===== src/rtl/water_dispenser_pkg.sv =====
// Shared types and default sizing for the water dispenser front panel.
package water_dispenser_pkg;

  localparam int DEF_SWITCH_COUNT = 10;
  localparam int DEF_MAX_TOTAL    = 99;
  localparam int DEF_TICK_CYCLES  = 4;

  typedef enum logic {
    IDLE       = 1'b0,
    DISPENSING = 1'b1
  } state_t;

endpackage


===== src/rtl/button_press_detector.sv =====
// Conditions one active-low push-button: 2-flop synchronizer followed by a
// falling-edge detector. Emits a single-cycle press pulse per 1->0 transition.
module button_press_detector (
  input  logic clock,
  input  logic reset,
  input  logic button,
  output logic press
);

  logic sync1, sync2, prev;

  // Synchronize and keep one cycle of history; reset to released so that
  // leaving reset never looks like a press.
  always_ff @(posedge clock) begin
    if (reset) begin
      sync1 <= 1'b1;
      sync2 <= 1'b1;
      prev  <= 1'b1;
    end else begin
      sync1 <= button;
      sync2 <= sync1;
      prev  <= sync2;
    end
  end

  assign press = prev & ~sync2;

endmodule


===== src/rtl/water_dispenser.sv =====
// Water dispenser controller: accumulates a selected quantity on ADD,
// dispenses one unit per TICK_CYCLES clocks on OK, clears on CANCEL.
module water_dispenser
  import water_dispenser_pkg::*;
#(
  parameter int SWITCH_COUNT = DEF_SWITCH_COUNT,
  parameter int MAX_TOTAL    = DEF_MAX_TOTAL,
  parameter int TICK_CYCLES  = DEF_TICK_CYCLES
) (
  input  logic                    clock,
  input  logic                    reset,
  input  logic [SWITCH_COUNT-1:0] switches,
  input  logic                    button_add,
  input  logic                    button_ok,
  input  logic                    button_cancel,
  output logic [31:0]             total_amount
);

  localparam int QW  = (SWITCH_COUNT > 1) ? $clog2(SWITCH_COUNT) : 1;
  localparam int TCW = (TICK_CYCLES > 1) ? $clog2(TICK_CYCLES) : 1;

  logic [SWITCH_COUNT-1:0] sw_meta, sw_sync;
  logic [QW-1:0]           quantity;
  logic [31:0]             sum;
  logic                    add_press, ok_press, cancel_press;
  state_t                  state;
  logic [TCW-1:0]          tick;

  button_press_detector u_add (
    .clock (clock), .reset (reset), .button (button_add),    .press (add_press)
  );
  button_press_detector u_ok (
    .clock (clock), .reset (reset), .button (button_ok),     .press (ok_press)
  );
  button_press_detector u_cancel (
    .clock (clock), .reset (reset), .button (button_cancel), .press (cancel_press)
  );

  // Bring the level switches into the clock domain.
  always_ff @(posedge clock) begin
    if (reset) begin
      sw_meta <= '0;
      sw_sync <= '0;
    end else begin
      sw_meta <= switches;
      sw_sync <= sw_meta;
    end
  end

  // Priority encoder: highest set switch wins, none set selects 0.
  always_comb begin
    quantity = '0;
    for (int i = 0; i < SWITCH_COUNT; i++)
      if (sw_sync[i]) quantity = QW'(i);
  end

  assign sum = total_amount + 32'(quantity);

  // Control FSM with the total kept as a registered output.
  // Press priority is cancel > ok > add; only one action per cycle.
  always_ff @(posedge clock) begin
    if (reset) begin
      state        <= IDLE;
      tick         <= '0;
      total_amount <= '0;
    end else begin
      case (state)
        IDLE: begin
          if (cancel_press) begin
            total_amount <= '0;
          end else if (ok_press) begin
            if (total_amount != '0) begin
              state <= DISPENSING;
              tick  <= '0;
            end
          end else if (add_press) begin
            total_amount <= (sum > 32'(MAX_TOTAL)) ? 32'(MAX_TOTAL) : sum;
          end
        end
        DISPENSING: begin
          if (cancel_press) begin
            total_amount <= '0;
            state        <= IDLE;
          end else if (tick == TCW'(TICK_CYCLES - 1)) begin
            tick         <= '0;
            total_amount <= total_amount - 32'd1;
            if (total_amount == 32'd1) state <= IDLE;
          end else begin
            tick <= tick + 1'b1;
          end
        end
        default: state <= IDLE;
      endcase
    end
  end

endmodule


===== config.mk =====
export PLATFORM = sky130hd
export DESIGN_NAME = water_dispenser
export DESIGN_NICKNAME = d
export VERILOG_FILES = /design/src/rtl/water_dispenser_pkg.sv /design/src/rtl/button_press_detector.sv /design/src/rtl/water_dispenser.sv
export SDC_FILE = /design/constraint.sdc
export NUM_CORES = 1
export LEC_CHECK = 0
export CELL_PAD_IN_SITES_DETAIL_PLACEMENT = 1
export CELL_PAD_IN_SITES_GLOBAL_PLACEMENT = 1
export CORE_UTILIZATION = 45
export DETAILED_ROUTE_END_ITERATION = 12
export DONT_BUFFER_PORTS = 1
export PLACE_DENSITY = 0.75
export SYNTH_ARGS = -nofsm -noshare
export SYNTH_HDL_FRONTEND = slang
export SYNTH_SLANG_ARGS = --single-unit

===== constraint.sdc =====
create_clock -name clock -period 4.59 [get_ports clock]
set_clock_uncertainty 0.05 [all_clocks]
set_input_delay 1.377 -clock clock [delete_from_list [all_inputs] [get_ports clock]]
set_output_delay 1.377 -clock clock [all_outputs]
set_load 0.02 [all_outputs]

Yosys cells after proc, flatten, opt, wreduce, memory -nomap -nowiden
Index checks and enable logic that the tools add are counted.
{"block": "totals", "output_inout_bits": 32, "in_bits": 15, "wordCells": 66, "ff_bits": 64}
{"block": "classes", "n_eq_ne": 9, "n_mux": 29, "n_reduce_logical": 3, "bitwise": 7, "n_lt_le_gt_ge": 1, "n_addsub": 3}
{"op": "two-way mux 32 bit", "n": 6}
{"op": "case mux 32 bit (2 select lines)", "n": 1}
{"op": "adder 32 x 4 -> 32 bit", "n": 1}
{"op": "== test 32 x 1 -> 1 bit, second input constant", "n": 1}
{"op": "greater-than comparator 32 x 7 -> 1 bit, second input constant", "n": 1}
{"op": "two-way mux 4 bit", "n": 8}
{"op": "nonzero test 32 bit", "n": 1}
{"op": "subtractor 32 x 1 -> 32 bit, second input constant", "n": 1}
{"op": "two-way mux 2 bit", "n": 5}
{"op": "inequality test 2 bit, second input constant", "n": 4}
{"op": "two-way mux 1 bit", "n": 7}
{"op": "inequality test 3 bit, second input constant", "n": 2}
{"op": "inverter 1 bit", "n": 4}
{"op": "case mux 2 bit (2 select lines)", "n": 1}
{"op": "AND reduction 4 bit", "n": 1}
{"op": "bitwise AND 1 bit", "n": 3}
{"op": "inequality test 3 x 2 -> 1 bit, second input constant", "n": 1}
{"op": "AND reduction 3 bit", "n": 1}
{"op": "adder 2 x 1 -> 2 bit, second input constant", "n": 1}
{"op": "== test 2 bit, second input constant", "n": 1}
{"op": "case mux 1 bit (2 select lines)", "n": 1}

Depth between registers and ports, before layout
{"block": "depth", "word_depth": 16, "mapped_depth": 17, "mapped_depth_nobuf": 17}

Modules after synthesis
From an unflattened synthesis, not the netlist that was laid out.
{"block": "hier_totals", "hier_cells": 476, "area_unflattened_um2": 3761.1}
{"mod": "water_dispenser", "cells_per_inst": 455, "n_inst": 1, "area_each_um2": 3505.9, "seq_area_each_um2": 1061.0}
{"mod": "button_press_detector", "cells_per_inst": 7, "n_inst": 3, "area_each_um2": 85.1, "seq_area_each_um2": 60.1}

Worst setup path after synthesis
No wires, ideal clock.
{"block": "synth_timing", "path_kind": "reg2reg", "start": "reg sw_sync[2]", "end": "reg total_amount[4]", "stages_incl_launch_ff": 18, "synth_period_minus_slack_ps": 3733, "t_arrival_ps": 3599, "path_slack_ps": 857, "required_time_ps": 4456, "setup_ps": 84, "n_path_buf": 0, "cell_sequence": "dfxtp_1 -> inv_1 -> a21oi_1 -> nor2_1 -> nor2_1 -> nor2_1 -> nor2_1 -> o21bai_1 -> ha_1 -> fa_1 -> a211oi_1 -> nor2_1 -> and2_1 -> mux2i_1 -> or4_4 -> or3b_4 -> o41a_1 -> o31ai_2"}
{"block": "synth_between", "elab_chain_len": 15}
{"element": "start, declared", "line": "water_dispenser.sv:22", "source": "logic [SWITCH_COUNT-1:0] sw_meta, sw_sync;"}
{"element": "start signal, assigned", "line": "water_dispenser.sv:46", "source": "sw_sync <= sw_meta;"}
{"element": "two-way mux 4 bit * (8 in series)", "line": "water_dispenser.sv:54", "source": "if (sw_sync[i]) quantity = QW'(i);"}
{"element": "adder 32 x 4 -> 32 bit *", "line": "water_dispenser.sv:57", "source": "assign sum = total_amount + 32'(quantity);"}
{"element": "greater-than comparator 32 x 7 -> 1 bit", "line": "water_dispenser.sv:77", "source": "total_amount <= (sum > 32'(MAX_TOTAL)) ? 32'(MAX_TOTAL) : sum;"}
{"element": "two-way mux 32 bit *", "line": "water_dispenser.sv:77"}
{"element": "two-way mux 32 bit *", "line": "water_dispenser.sv:76", "source": "end else if (add_press) begin"}
{"element": "two-way mux 32 bit *", "line": "water_dispenser.sv:71", "source": "end else if (ok_press) begin"}
{"element": "two-way mux 32 bit *", "line": "water_dispenser.sv:69", "source": "if (cancel_press) begin"}
{"element": "case mux 32 bit (2 select lines) *", "line": "water_dispenser.sv:67", "source": "case (state)"}
{"element": "end signal, assigned", "line": "water_dispenser.sv:77"}
{"element": "end signal, assigned", "line": "water_dispenser.sv:86", "source": "total_amount <= total_amount - 32'd1;"}
{"element": "end, declared", "line": "water_dispenser.sv:16", "source": "output logic [31:0] total_amount"}
Mark *: on every way between the ends. The rest lies on a longest branch, timed or not. The select of a mux whose other input is x is not followed.
A chain may end at the register's enable or synchronous reset.

Final worst setup path
Same ends and word-level chain as after synthesis.

==> out/results.ini <==
[yosys]
postSynthAreaPerCell_um2 = 7.686
syn_inst = 469
yosys_warnings = 0
synthArstFlopShare_pct = 0
ys_dominant_reg_cell = dfxtp_1
synth_nets = 492
synth_edf_count = 0
synth_seq_cells = 62
ys_types = 59
syn-cell-area_um2 = 3605
seq_area_frac_synth_pct = 34.43

[drt]
drcViolationCount = 0
drtIter0Drc = 146
drt_pass1_iterations = 5
wl_per_cell_um = 18.86
totalWireLength_mm = 10.60
viasPerCell = 6.242
ant_nets = 0
vias = 3508

[setup_path]
cp.arrival_ns = 4.50
path_cells = inv_1, a21oi_1, nor2_1, nor2_1, nor2_1, nor2_1, o21bai_1, ha_1, fa_1, a211oi_1, nor2_1, and2_1, mux2i_1, or4_4, or3b_4, o41a_1, o31ai_2
start_kind = flop
required_ns = 4.82
setup.worst_path.class = flop to flop
crit_top_cell = nor2_1
cpPeakStageDelay_ns = 0.53
cp_max_fo = 8
crit_family = simple AND/OR/NAND/NOR gates
end_kind = flop
crit_slowest_cell = or4_4
cp_num_buf_inv = 1

[sta]
rsz0062_at_grt = false
finalWorstSetupSlack_ns = 0.3117
drv_slew = 0
hold_viol_final = 0
slew_headroom_pct = 39.96
max_freq_mhz = 233.7
tightest_slew_ns = 0.8984
period_share_pct = 93.21
setup_viol = 0
fin_crit_ns = 4.278
finalSetupTns_ns = 0

[clock_tree]
clkTransAtPathRegs_ns = 0.08
cts-root-buf = clkbuf_8
cts_made_buffers = 9
cts_setup_buffers = 0
cts.hold.buffers_added = 0
cts_tree = yes
clockBufferDepth = 2
clk_latency_ns = 0.35
cts_htree_levels = 3
cts_sinks = 62
ctsResizeCount = 0

[grt]
grt.overflow.total = 0
antenna_found_initial = 0
grt_pass1_vias = 3543
grt_usage_pct = 26.83
grt_first_pass_wirelength_mm = 17.75
grt_max_degree = 64

[die]
pin_count = 47
dieWidth_um = 91.50
core_area_um2 = 7727
start_util_pct = 46.65
num_rows = 32
fp.dieH_um = 91.50
dieArea_um2 = 8372

[placement]
dpl.hpwl_mm = 7.062
dpl.cell_count = 546
pre_cts_ws_ns = 0.4517
globalplace.congestion = 0.8377
numPortBuffers = 0

[finish]
drive_gt1_share_pct = 11.09
fin_cells = 562
antenna_cells = 0
register_area_um2 = 1241
final_nets = 478
area_growth_pct = 6.560
fillCellCount = 989
multi_input_area_um2 = 2192

[power_and_ir_drop]
power_density_nw_per_um2 = 340.2
p_leak_uw = 0.001385
peakVddDrop_v = 0.0002081

[job]
maxCapViolCount = 0

[worst_hold_path]
hp-class = flop to flop

[run_status]
outcome = finished, final reports clean

[metrics by stage]
step | hold slack [ns] | total power (uW) | utilization (%) | instance area [um^2]
floorplan | 0.3395 | 766.1 | - | 3605
global placement | 0.3411 | 830.8 | 47.30 | 3655
detailed placement | 0.3470 | 839.7 | 47.30 | 3655
CTS | 0.3670 | 1316 | 49.71 | 3841
global route | 0.3750 | 1369 | 49.71 | 3841
finish | 0.3630 | 1307 | 49.71 | 3841
[logic make-up after synthesis]
logic type	Yosys count	synth area share [%]
AOI/OAI and AO/OA	115	19.96
xor gates and xnor gates	17	4.130
adders and majority gates	8	2.985
buffers and inverters	41	4.755
DFF	62	34.43
muxes	4	1.145
and+or+nand+nor	222	32.59
[synthesized netlist by cell type (3+ instances only)]
cell / number / area (um^2)
nand3_1: 22 / 110.1
xor2_1: 10 / 87.58
buf_2: 7 / 35.03
nand2_1: 34 / 127.6
a22oi_1: 7 / 52.55
a311oi_1: 4 / 35.03
and2_1: 5 / 31.28
clkbuf_1: 24 / 90.09
nor4_1: 13 / 81.33
nand2b_1: 5 / 31.28
xnor2_1: 7 / 61.31
nand3b_1: 3 / 22.52
o21ai_0: 30 / 150.1
or2_2: 16 / 100.1
dfxtp_1: 62 / 1241
o31ai_1: 5 / 37.54
a21oi_1: 34 / 170.2
a31oi_1: 11 / 68.82
inv_1: 7 / 26.28
and3_1: 4 / 25.02
mux2i_1: 3 / 30.03
a211oi_1: 6 / 45.04
ha_1: 7 / 87.58
nor2b_1: 19 / 118.9
nor2_1: 55 / 206.5
nor3_1: 22 / 110.1
o41ai_1: 3 / 26.28
nand4_1: 8 / 50.05
[final cells by class]
type,count,share of cell area (%)
Clock buffer,9,3.225
Clock inverter,7,1.629
Inverter,7,0.6840
Multi-Input combinational cell,366,57.07
Sequential cell,62,32.31
Tap cell,102,3.322
Timing Repair Buffer,9,1.759
[routing by layer]
| layer | routed length [um] | up-vias | global-route usage, % |
|---|---|---|---|
| li1 | - | 1674 | - |
| met1 | 4905 | 1704 | 35.32 |
| met2 | 4903 | 109 | 43.55 |
| met3 | 579 | 21 | 4.858 |
| met4 | 213 | 0 | 9.921 |
| met5 | 0 | - | 0 |
[power breakdown]
group          switching (uW)  internal [uW]
Sequential               27.1            556
Clock                     267            208
Combinational             158           90.3
Total                     453            854
[worst reg2reg max path, cell delays in order, from the launching register on]
cell and delay [ns]:
dfxtp_1 0.33, inv_1 0.04, a21oi_1 0.15, nor2_1 0.07
nor2_1 0.09, nor2_1 0.05, nor2_1 0.08, o21bai_1 0.07
ha_1 0.23, fa_1 0.46, a211oi_1 0.38, nor2_1 0.26
and2_1 0.23, mux2i_1 0.12, or4_4 0.53, or3b_4 0.45
o41a_1 0.45, o31ai_2 0.16
[path summary, 6_finish.rpt]
check                                     from               to  slack, ns  cells after the start
worst max-delay path                sw_sync[2]  total_amount[4]       0.31                     17
worst min register to register  u_cancel.sync1   u_cancel.sync2       0.36                      1
worst min-delay path            u_cancel.sync1   u_cancel.sync2       0.36                      1
worst max register to register      sw_sync[2]  total_amount[4]       0.31                     17
[cell usage in the layout, fill, tap and decap left out, drive strengths merged, types with 10 or more instances in the layout]
master and count:
a31oi 11, inv 12, nor3 22, a21oi 34, o21ai 30, dfxtp 62, or2 16, nor2 55
nand3 24, xor2 10, nand2 34, nor2b 19, nor4 14
[state kept, by name, indices dropped and copies added, names as in the netlist]
| signal | count |
|---|---|
| sw_sync | 9 |
| u_ok.sync2 | 1 |
| u_add.sync2 | 1 |
| u_cancel.sync2 | 1 |
| u_ok.prev | 1 |
| u_cancel.prev | 1 |
| u_cancel.sync1 | 1 |
| tick | 2 |
| sw_meta | 9 |
| u_add.prev | 1 |
| u_ok.sync1 | 1 |
| total_amount | 32 |
| u_add.sync1 | 1 |
| state | 1 |
Note: power is estimated with default switching activity, not from simulation.
==> RTL edit (same settings) <==
Reset style: asynchronous (`reset`), changed in 3 clocked blocks.
--- a/src/rtl/button_press_detector.sv
+++ b/src/rtl/button_press_detector.sv
@@ -13,3 +13,3 @@
   // leaving reset never looks like a press.
-  always_ff @(posedge clock) begin
+  always_ff @(posedge clock or posedge reset) begin
     if (reset) begin
--- a/src/rtl/water_dispenser.sv
+++ b/src/rtl/water_dispenser.sv
@@ -39,3 +39,3 @@
   // Bring the level switches into the clock domain.
-  always_ff @(posedge clock) begin
+  always_ff @(posedge clock or posedge reset) begin
     if (reset) begin
@@ -60,3 +60,3 @@
   // Press priority is cancel > ok > add; only one action per cycle.
-  always_ff @(posedge clock) begin
+  always_ff @(posedge clock or posedge reset) begin
     if (reset) begin
Function: differs if reset is asserted again (counterexample within 4 cycles, from zero or initial values and one cycle with reset high); with reset held inactive, the same outputs for 10 cycles.
==> RTL edit against the unedited design <==
Design area up 5.4%. Wire length increased by 5.9%. Synthesized area up 6.9%. Setup slack better by 390 ps. Maximum frequency rose by 10%. Sequential cell count stayed put. Die area is 6.8% higher. Critical endpoint is now total_amount[0].
Power is not compared: it rests on default switching activity, and its combinational part moved more than twofold at a synthesized area within 25%.
==> RTL edit: results (changes against the unedited design) <==
H-tree depth 3 (unchanged); Yosys cell types 63 (+6.8%); WL per Instance 20.8 µm (+10%); critical path fanouts, max 7 (-1); Cell Area, Placed 3860 µm² (+5.6%); routability cong. 0.876 (+4.6%); fin nets 452 (-5.4%); syn nets 470 (-4.5%); vias in the first global route 3,540 (-0.085%); GRT Util Overall 0.269 (+0.00102); Static Leak 1.66 nW; status finished clean; Max Buffers Root-to-Sink 2 (unchanged); first-pass GRT wire length 18,200 µm (+2.3%); share of cells above drive strength 1 0.101 (-0.00949); CP delay by family, top compound AO/OA/AOI/OAI gates; CP arrival 4010 ps (-490 ps); Top Registers total_amount x32, sw_meta x9, sw_sync x9; Post-CTS Hold Buffers 0 (unchanged); clk root buf clkbuf_8; I/O Buffers 0 (unchanged); Async S/R FF share, synth 1.00 (+1.00); Worst Hold Class reg2reg; clk_lat worst skew 340 ps; Syn Area/Cell 8.62 µm² (+12%); placed cell count 523 (-4.2%); yosys warns 0 (unchanged); routed wire length 11,200 µm (+5.9%); clock slew at reported path FFs 80 ps (about the same); CTS Buf Count 9 (unchanged); Avg Vias per Cell 6.45 (+3.4%); largest net degree at the start of global routing 34 (-47%); 1st-iter DRT viols 170 (+16%); Pre-antenna DRT Iters 4 (-1); Max stage delay cell, worst path nor4_4; synth cell count leaders dfrtp_1, nor2_1, o21ai_0; pre-CTS setup slack 707 ps (+256 ps); sequential area share after synthesis 0.405 (+0.0611); dpl hpwl 8040 µm (+14%); Synth area leaders dfrtp_1, dfstp_2, o21ai_0, nor2_1, nand2_1; worst-margin pin slew 1000 ps (+103 ps); initial antenna violation count 0 (unchanged)
==> RTL edit: cell count changes after synthesis, sizes merged, moves of 5 or more <==
cell,before,now
a21oi,34,24
a31oi,11,6
buf,9,16
clkbuf,25,16
dfrtp,0,53
dfstp,0,9
dfxtp,62,0
nor2b,19,2
nor3,22,15
o21ai,30,41
o22ai,0,5
or2,16,3
or3,2,12
xor2,10,4
==> RTL edit: logic make-up after synthesis <==
logic type / Yosys count / synth area share
buffers and inverters: 41 / 0.0471
DFF: 62 / 0.405
adders and majority gates: 8 / 0.0279
muxes: 3 / 0.00779
xor gates and xnor gates: 13 / 0.0295
and+or+nand+nor: 192 / 0.266
AOI/OAI and AO/OA: 128 / 0.216
==> RTL edit: per-stage QoR <==
step,hold slack [ps],total power [W]
5_1_grt,309,0.00259
2_1_floorplan,281,0.00166
3_3_place_gp,285,0.00189
6_report,292,0.00242
3_5_place_dp,286,0.00194
4_1_cts,297,0.00243
==> RTL edit: power groups by stage <==
stage	Clock [W]	Combinational, W	Sequential [W]
after floorplan	0	0.000903	0.000756
after global placement	0	0.00103	0.000865
after detailed placement	0	0.00107	0.000872
after CTS	0.000481	0.00108	0.000862
after global routing	0.000503	0.00121	0.000885
final	0.000474	0.00108	0.000863
==> RTL edit: worst register-to-register path, delay by kind of cell, from the launching register on <==
| family | cells | cell delay [ps] |
|---|---|---|
| simple gates | 5 | 800 |
| compound gates | 8 | 1820 |
| fa+ha+maj | 2 | 690 |
| flops | 1 | 360 |
==> RTL edit: per-layer routing <==
metal / vias to the layer above / routed length [µm] / GRT usage
met5: - / 0 / 0
li1: 1616 / - / -
met4: 0 / 185 / 0.0960
met3: 19 / 510 / 0.0443
met1: 1764 / 5360 / 0.377
met2: 79 / 5170 / 0.421
==> RTL edit: path summary, 6_finish.rpt <==
check / slack [ps] / cells past startpoint / from / to
min: 290 / 0 / sw_meta[6] / sw_sync[6]
max reg2reg: 700 / 15 / sw_sync[1] / total_amount[0]
min in group asynchronous: 970 / 1 / reset / total_amount[28]
max: 700 / 15 / sw_sync[1] / total_amount[0]
max in group asynchronous: 2610 / 2 / reset / u_add.prev
min reg2reg: 290 / 0 / sw_meta[6] / sw_sync[6]
==> RTL edit: layout make-up <==
type	instances	area (µm²)
clock buffers	10	128
flip-flops and latches	62	1560
clock inverters	6	61.3
well taps	105	131
inverters	9	33.8
fillers	993	4210
repair buffers	3	22.5
multi-input cells	344	2110
